==> src/rtl/rf_pulse_deframer.sv <==
// rf_pulse_deframer: RF pulse slot recovery, preamble detect, MSB-first
// deserialiser and DEPTH-entry packet FIFO.
// Optional CRC-8 trailer check (poly 0x07, init 0x00) when RX_CRC_EN is defined.
module rf_pulse_deframer #(
  parameter int unsigned PKT_BITS   = 64,
  parameter int unsigned PRE_BITS   = 8,
  parameter int unsigned BIT_CYCLES = 10000,
  parameter int unsigned TOL_CYCLES = 2500,
  parameter int unsigned DEPTH      = 4
) (
  input  logic                       i_PCLK,
  input  logic                       i_PRESET,
  input  logic                       i_rfin,
  input  logic                       i_rd_en,
  input  logic                       i_clr_ovf,
  output logic                       o_pkt_rec,
  output logic [PKT_BITS-1:0]        o_rd_data,
  output logic                       o_empty,
  output logic                       o_full,
  output logic [$clog2(DEPTH):0]     o_count,
  output logic                       o_ovf,
`ifdef RX_CRC_EN
  output logic                       o_crc_err,
`endif
  output logic                       o_busy
);

  localparam int unsigned CNT_W  = $clog2(BIT_CYCLES);
  localparam int unsigned PTR_W  = $clog2(DEPTH);
  localparam int unsigned OCC_W  = PTR_W + 1;
  localparam int unsigned PRE_W  = $clog2(PRE_BITS + 1);
  localparam int unsigned BIT_W  = $clog2(PKT_BITS + 1);
  localparam int unsigned HALF   = BIT_CYCLES / 2;
  localparam int unsigned WIN_LO = HALF - TOL_CYCLES;
  localparam int unsigned WIN_HI = HALF + TOL_CYCLES;

  typedef enum logic [1:0] {IDLE, PREAMBLE, DATA, DONE} state_t;

  state_t              state_q, state_d;
  logic                rfin_s1_q, rfin_s2_q, rfin_prev_q;
  logic [CNT_W-1:0]    cnt_q, cnt_d;
  logic                seen_q, seen_d;
  logic [PRE_W-1:0]    pre_cnt_q, pre_cnt_d;
  logic [BIT_W-1:0]    bit_cnt_q, bit_cnt_d;
  logic [PKT_BITS-1:0] sr_q, sr_d;
  logic [PKT_BITS-1:0] mem_q [DEPTH];
  logic [PTR_W-1:0]    wr_ptr_q, wr_ptr_d, rd_ptr_q, rd_ptr_d;
  logic [OCC_W-1:0]    count_q, count_d;
  logic                empty_q, empty_d, full_q, full_d;
  logic                ovf_q, ovf_d;
  logic                pkt_rec_q, pkt_rec_d;
  logic                busy_q, busy_d;
  logic                edge_c, slot_end_c, in_win_c, push_c, pop_c, crc_ok_c;
`ifdef RX_CRC_EN
  logic [7:0]          crc_q, crc_d;
  logic                crc_err_q, crc_err_d;
  logic                fb_c;
`endif

  assign edge_c     = rfin_s2_q & ~rfin_prev_q;
  assign slot_end_c = (cnt_q == CNT_W'(BIT_CYCLES - 1));
  assign in_win_c   = edge_c && (cnt_q >= CNT_W'(WIN_LO)) && (cnt_q <= CNT_W'(WIN_HI));
  assign pop_c      = i_rd_en & ~empty_q;

  // Next-state logic: slot timer, framing FSM, CRC and FIFO bookkeeping.
  always_comb begin
    state_d   = state_q;
    cnt_d     = cnt_q;
    seen_d    = seen_q;
    pre_cnt_d = pre_cnt_q;
    bit_cnt_d = bit_cnt_q;
    sr_d      = sr_q;
    pkt_rec_d = 1'b0;
    push_c    = 1'b0;
    crc_ok_c  = 1'b1;
    ovf_d     = i_clr_ovf ? 1'b0 : ovf_q;
`ifdef RX_CRC_EN
    crc_d     = crc_q;
    crc_err_d = 1'b0;
    fb_c      = crc_q[7] ^ seen_q;
    crc_ok_c  = (crc_q == sr_q[7:0]);
`endif
    // Slot timer runs only while framing; an edge at slot end is never in-window.
    if (state_q == PREAMBLE || state_q == DATA) begin
      if (slot_end_c) begin
        cnt_d  = '0;
        seen_d = 1'b0;
      end else if (in_win_c) begin
        cnt_d  = CNT_W'(HALF);
        seen_d = 1'b1;
      end else begin
        cnt_d  = cnt_q + CNT_W'(1);
      end
    end
    case (state_q)
      IDLE: begin
        if (edge_c) begin
          cnt_d     = CNT_W'(HALF);
          seen_d    = 1'b1;
          pre_cnt_d = '0;
          bit_cnt_d = '0;
          sr_d      = '0;
`ifdef RX_CRC_EN
          crc_d     = '0;
`endif
          state_d   = PREAMBLE;
        end
      end
      PREAMBLE: begin
        if (slot_end_c) begin
          if (!seen_q) begin
            state_d = IDLE;
          end else if (pre_cnt_q == PRE_W'(PRE_BITS - 1)) begin
            bit_cnt_d = '0;
            state_d   = DATA;
          end else begin
            pre_cnt_d = pre_cnt_q + PRE_W'(1);
          end
        end
      end
      DATA: begin
        if (slot_end_c) begin
          sr_d      = {sr_q[PKT_BITS-2:0], seen_q};
          bit_cnt_d = bit_cnt_q + BIT_W'(1);
`ifdef RX_CRC_EN
          if (bit_cnt_q < BIT_W'(PKT_BITS - 8))
            crc_d = {crc_q[6:0], 1'b0} ^ (fb_c ? 8'h07 : 8'h00);
`endif
          if (bit_cnt_q == BIT_W'(PKT_BITS - 1)) state_d = DONE;
        end
      end
      DONE: begin
        if (crc_ok_c) begin
          if (!full_q || i_rd_en) begin
            push_c    = 1'b1;
            pkt_rec_d = 1'b1;
          end else begin
            ovf_d     = 1'b1;
          end
        end else begin
`ifdef RX_CRC_EN
          crc_err_d = 1'b1;
`endif
        end
        state_d = IDLE;
      end
      default: state_d = IDLE;
    endcase
    wr_ptr_d = push_c ? wr_ptr_q + PTR_W'(1) : wr_ptr_q;
    rd_ptr_d = pop_c  ? rd_ptr_q + PTR_W'(1) : rd_ptr_q;
    count_d  = count_q + OCC_W'(push_c) - OCC_W'(pop_c);
    empty_d  = (count_d == '0);
    full_d   = (count_d == OCC_W'(DEPTH));
    busy_d   = (state_d != IDLE);
  end

  // State, synchroniser and FIFO registers with synchronous reset.
  always_ff @(posedge i_PCLK) begin
    if (i_PRESET) begin
      state_q     <= IDLE;
      rfin_s1_q   <= 1'b0;
      rfin_s2_q   <= 1'b0;
      rfin_prev_q <= 1'b0;
      cnt_q       <= '0;
      seen_q      <= 1'b0;
      pre_cnt_q   <= '0;
      bit_cnt_q   <= '0;
      sr_q        <= '0;
      wr_ptr_q    <= '0;
      rd_ptr_q    <= '0;
      count_q     <= '0;
      empty_q     <= 1'b1;
      full_q      <= 1'b0;
      ovf_q       <= 1'b0;
      pkt_rec_q   <= 1'b0;
      busy_q      <= 1'b0;
      for (int unsigned i = 0; i < DEPTH; i++) mem_q[i] <= '0;
`ifdef RX_CRC_EN
      crc_q       <= '0;
      crc_err_q   <= 1'b0;
`endif
    end else begin
      state_q     <= state_d;
      rfin_s1_q   <= i_rfin;
      rfin_s2_q   <= rfin_s1_q;
      rfin_prev_q <= rfin_s2_q;
      cnt_q       <= cnt_d;
      seen_q      <= seen_d;
      pre_cnt_q   <= pre_cnt_d;
      bit_cnt_q   <= bit_cnt_d;
      sr_q        <= sr_d;
      wr_ptr_q    <= wr_ptr_d;
      rd_ptr_q    <= rd_ptr_d;
      count_q     <= count_d;
      empty_q     <= empty_d;
      full_q      <= full_d;
      ovf_q       <= ovf_d;
      pkt_rec_q   <= pkt_rec_d;
      busy_q      <= busy_d;
      if (push_c) mem_q[wr_ptr_q] <= sr_q;
`ifdef RX_CRC_EN
      crc_q       <= crc_d;
      crc_err_q   <= crc_err_d;
`endif
    end
  end

  assign o_pkt_rec = pkt_rec_q;
  assign o_rd_data = mem_q[rd_ptr_q];
  assign o_empty   = empty_q;
  assign o_full    = full_q;
  assign o_count   = count_q;
  assign o_ovf     = ovf_q;
  assign o_busy    = busy_q;
`ifdef RX_CRC_EN
  assign o_crc_err = crc_err_q;
`endif

endmodule

==> config.mk <==
export PLATFORM = sky130hd
export DESIGN_NAME = rf_pulse_deframer
export DESIGN_NICKNAME = d
export VERILOG_FILES = /design/src/rtl/rf_pulse_deframer.sv
export SDC_FILE = /design/constraint.sdc
export NUM_CORES = 1
export LEC_CHECK = 0
export ABC_AREA = 1
export CAP_MARGIN = 20
export CORE_MARGIN = 2
export CORE_UTILIZATION = 35
export DETAILED_ROUTE_END_ITERATION = 8
export GPL_TIMING_DRIVEN = 0
export SETUP_SLACK_MARGIN = 0.02
export SLEW_MARGIN = 20
export SYNTH_ARGS = -nofsm -noshare
export SYNTH_HDL_FRONTEND = slang
export SYNTH_SLANG_ARGS = --single-unit
==> constraint.sdc <==
create_clock -name i_PCLK -period 21.5 [get_ports i_PCLK]
set_input_delay 4.3 -clock i_PCLK [delete_from_list [all_inputs] [get_ports i_PCLK]]
set_output_delay 4.3 -clock i_PCLK [all_outputs]
set_load 0.05 [all_outputs]
# Word-level counts from Yosys, hierarchy flattened
# Memory sizes are Yosys's and may differ from the RTL's. A register that Yosys moved wholly into a read port is not among the register bits.
# Cells that the tools add are included.
classes:
  addsub: 7
  n_lt_le_gt_ge: 2
  n_eq_ne: 13
  mux: 46
  bitwise: 4
  n_reduce_logical: 15
ops:
  columns: ["cell", "n"]
  rows:
  - ["64-bit two-way mux", 3]
  - ["64-bit one-hot mux with 2 select lines", 1]
  - ["14-bit two-way mux", 5]
  - ["64-bit OR reduction", 1]
  - ["7-bit two-way mux", 5]
  - ["7-bit one-hot mux with 3 select lines", 1]
  - ["2-bit two-way mux", 9]
  - ["1-bit two-way mux", 16]
  - ["4-bit two-way mux", 4]
  - ["14-bit by 1-bit adder with 14-bit output, second input constant", 1]
  - ["14-bit == test, second input constant", 1]
  - ["14-bit by 12-bit greater-or-equal comparator with 1-bit output, second input constant", 1]
  - ["14-bit by 13-bit <= comparator with 1-bit output, second input constant", 1]
  - ["2-bit inequality test, second input constant", 5]
  - ["2-bit one-hot mux with 4 select lines", 1]
  - ["4-bit one-hot mux with 2 select lines", 1]
  - ["7-bit by 1-bit adder with 7-bit output, second input constant", 1]
  - ["7-bit by 6-bit == test with 1-bit output, second input constant", 1]
  - ["6-bit AND reduction", 1]
  - ["2-bit nonzero test", 3]
  - ["5-bit AND reduction", 1]
  - ["2-bit by 1-bit adder with 2-bit output, second input constant", 2]
  - ["4-bit by 1-bit adder with 4-bit output, second input constant", 1]
  - ["2-bit == test, second input constant", 2]
  - ["15 further kinds", 19]
word_totals:
  register_bits: 107
  ramBits: 256
  input_bits: 5
  memories: 1
memory_table:
  columns: ["name", "depth", "word_bits", "read_ports", "rd_ports_with_merged_regs", "wr", "line", "rtl"]
  rows:
  - ["mem_q", 4, 64, 1, 1, 4, "46", "logic [PKT_BITS-1:0] mem_q [DEPTH];"]

# Logic depth before layout (Yosys ltp)
# Gate-level depths: netlist (run 1).
logic_depth:
  depth_word: 9
  ltp_mapped: 13
  ltp_nobuf: 13

# Least setup slack after synthesis (run 1)
# Ideal clock, no wire load.
synth_timing:
  path_type: "input to register"
  from: "input port i_rd_en"
  to: "memory mem_q[3][0], enable pin"
  arrival_time_ps: 9225
  slack_ps: 11695
  stages: 4
  path_buffers: 0
  path_cell_list: "inv_2 nand2_1 nand2_2 o31ai_1"
synth_lines:
  columns: ["element", "line", "rtl"]
  rows:
  - ["from (decl)", "14", "input logic i_rd_en,"]
  - ["to (decl)", "46", null]

==> reports/results.txt, run 1 <==
Flops & latches, synth = 365
Deepest clock path buffer count = 3
Number of library cell types mapped by synthesis = 36
Die X = 219 µm
Max incr delay on CP = 0.90 ns
Synthesized net count = 1647
Die Area = 0.0478 mm²
Hold WC Path Type = reg2reg
Most numerous cell in the Yosys netlist = nor2_1
Vias in the first global route = 11700
Clock sinks = 365
H-tree depth = 2
Hold Buf Count CTS = 0
Post-cts resize count = 0
Critical path type = reg2out
CTS root buf = clkbuf_16
FMAX = 125 MHz
Worst VDD drop = 0.0680 mV
Sequential fraction of the synthesis area = 61.2%
Final Hold Viols = 0
Final setup TNS = 0 ns
Synthesized instance count = 1631
Clk Latency, worst-skew pair = 0.57 ns
Final setup vio count = 0
Worst-margin pin slew = 0.932 ns
CTS buffer count = 41
DR vias = 12000
Unrepaired setup endpoints after global routing = false
IO Pins = 77
Fin. max-slew vios = 0
Area Overhead vs Synth = 19.3%
Initial Util = 35.5%
RD Place Congestion = 0.863
Worst-path clk slew = 0.06 ns
# DRC = 0
Tot GR Track Use = 17.3%
Share of cells above drive strength 1 = 10.4%
Initial DRC Count = 982
DRT Pass-1 Iters = 7
Routed wl met3 = 2.31 mm
Antenna violations before repair = 0
CP cell instances = buf_2 > inv_1 > clkbuf_1 > buf_1 > nor2_1 > o22ai_1 > clkdlybuf4s50_1
Slowest cell on the critical path = clkdlybuf4s50_1
Max Clock Skew = 0.0298 ns
Worst Path Buf+Inv = 5
Rel. slew slack = 37.9%
Yosys warns = 0
Wl on met1 = 17.6 mm
First-pass GRT wire length = 64.5 mm
Final total power = 1.99 mW
Leak = 6.40 nW
Crit path time final = 7.97 ns
Port Buffers = 75
Vias per cell = 5.01
WL/cell = 17.2 µm
Mean post-synth cell area = 9.89 µm²
Yosys top cell area share = 47.7%
Yosys top cell by area = edfxtp_1
Critical Path RT = 17.20 ns
Final Net Count = 1778
Reg2reg setup slack = 18.07 ns
Hold Startpoint = rfin_s1_q$_SDFF_PP0_
Status = finished clean
Layout fillers = 4354
Mapped Area = 0.0161 mm²
Number of synthesized flops with an enable pin = 256
Met2 Wirelength = 19.9 mm
Die Y = 219 µm
FP Rows = 78
CP Data Arrival Time = 3.67 ns
Worst Setup End Kind = output pin
Largest net degree at the start of global routing = 34
Synth Flop Type = edfxtp_1
CTS tree = done
Async set or reset register ratio after synthesis = 0%
Critical Path Start Type = flop
N_diodes = 0
DPL Wire Length = 27.2 mm
Highest Signal Layer = met4
Commonest cells in the netlist = nor2_1 (433), edfxtp_1 (256), inv_1 (171), o21ai_0 (141), dfxtp_1 (109)
Largest delay contributor family on the critical path = buffers and inverters
Area contributors post-synth = edfxtp_1 (48%), dfxtp_1 (14%), nor2_1 (10%)
DRT antenna net count = 0
GRT overflow = 0
Core ar. = 0.0454 mm²
WL final = 41.1 mm
R2R Path Start = state_q[0]$_SDFF_PP0_
Crit Path Max Fanout = 10
Power per standard cell area = 103 mW/mm²
Max-Cap Viols = 0
Post CTS Setup Buffer Count = 0
Final period util = 37.1%
placed cells by master (no fill, tap or decap), types with 5 or more instances in the layout:
cell	netlist	routed
nand4_1	11	11
o22ai_1	64	64
clkdlybuf4s50_1	0	75
clkbuf_1	79	91
nor3_1	5	5
buf_6	9	12
nand2_2	6	6
inv_2	5	5
clkinv_2	1	8
dfxtp_1	109	109
clkinv_1	1	6
clkbuf_16	0	42
nand2_1	87	86
a21oi_1	98	98
buf_2	10	10
buf_8	4	6
nor2_1	433	433
buf_16	0	7
o21ai_0	141	139
ha_1	10	10
a211oi_2	64	64
inv_1	171	171
edfxtp_1	256	256
nand3_1	33	33
xor2_1	12	12
stage by stage:
| step | util [%] | area (µm²) | hold slack, ns | std cells | setup WS, ns |
|---|---|---|---|---|---|
| 3_3_place_gp | 38.8 | 17600 | 0.397 | 2306 | 6.85 |
| 6_report | 42.4 | 19200 | 0.407 | 2395 | 13.53 |
| 5_1_grt | 42.4 | 19200 | 0.433 | 2395 | 13.43 |
| 4_1_cts | 42.4 | 19200 | 0.414 | 2395 | 13.53 |
| 3_5_place_dp | 39.5 | 17900 | 0.405 | 2319 | 13.85 |
| 2_1_floorplan | - | 16100 | 0.388 | 1631 | 11.69 |
sequential cells by signal, indices dropped and copies added, names as in the netlist, 2 cells and up, named ones only:
| name | count |
|---|---|
| bit_cnt_q | 7 |
| cnt_q | 14 |
| mem_q | 256 |
| o_count | 3 |
| pre_cnt_q | 4 |
| rd_ptr_q | 2 |
| sr_q | 64 |
| state_q | 2 |
| wr_ptr_q | 2 |
worst reg2reg max path, cell delays in order (launching register included):
cell,delay [ns]
dfxtp_1,0.35
ha_1,0.27
nand2_2,0.28
nor2_1,0.18
nand3_1,0.15
clkbuf_1,0.54
clkbuf_1,0.54
nand2_4,0.47
buf_12,0.34
report_power, final:
| part | switching (mW) | internal (mW) |
|---|---|---|
| Sequential | 0.0243 | 0.806 |
| Clock | 0.286 | 0.389 |
| Combinational | 0.338 | 0.147 |
cell families (layout without fill, tap and decap cells):
group | Yosys count | after routing | synth area share (%)
AOI/OAI and AO/OA | 370 | 370 | 15.0
adders and majority gates | 11 | 11 | 0.900
buffers and inverters | 283 | 447 | 7.42
DFF | 365 | 365 | 61.2
xor gates and xnor gates | 16 | 16 | 0.869
and+or+nand+nor | 586 | 586 | 14.6
final timing paths:
check	cells past startpoint	endpoint
worst max-delay path	7	o_rd_data[37]
worst min-delay path	2	rfin_s2_q$_SDFF_PP0_
worst max register to register	8	mem_q[0][32]$_SDFFCE_PN0P_
worst min register to register	2	rfin_s2_q$_SDFF_PP0_
cell type report:
type / count / area, µm² / area share [%]
plain buffers: 105 / 527 / 2.74
clock buffers: 58 / 1150 / 5.98
clock inverters: 18 / 146 / 0.761
inverters: 178 / 669 / 3.48
multi-input cells: 983 / 5100 / 26.5
flip-flops and latches: 365 / 9870 / 51.3
well taps: 600 / 751 / 3.90
repair buffers: 88 / 1030 / 5.34
layer usage:
layer / track usage [%] / vias up
met5: 0 / -
met4: 6.98 / 0
met3: 2.49 / 76
met2: 29.2 / 321
met1: 22.4 / 5801
li1: - / 5789
No activity file was read; power rests on OpenSTA's default activity.
==> inputs of run 2 (changes only) <==
==> constraint.sdc (replaced) <==
create_clock -name i_PCLK -period 7.1 [get_ports i_PCLK]
set_input_delay 1.42 -clock i_PCLK [delete_from_list [all_inputs] [get_ports i_PCLK]]
set_output_delay 1.42 -clock i_PCLK [all_outputs]
set_load 0.05 [all_outputs]
==> results of run 2 <==
Same layout as run 1 (identical final DEF). Status: finished clean.
Main changes from that run: setup slack after placement 13.85 ns -> 2.33 ns; setup slack after layout 13.53 ns -> 2.01 ns; register-to-register setup slack 18.07 ns -> 3.67 ns; total power 1.99 mW -> 6.03 mW; worst IR drop on VDD 0.0680 mV -> 0.206 mV
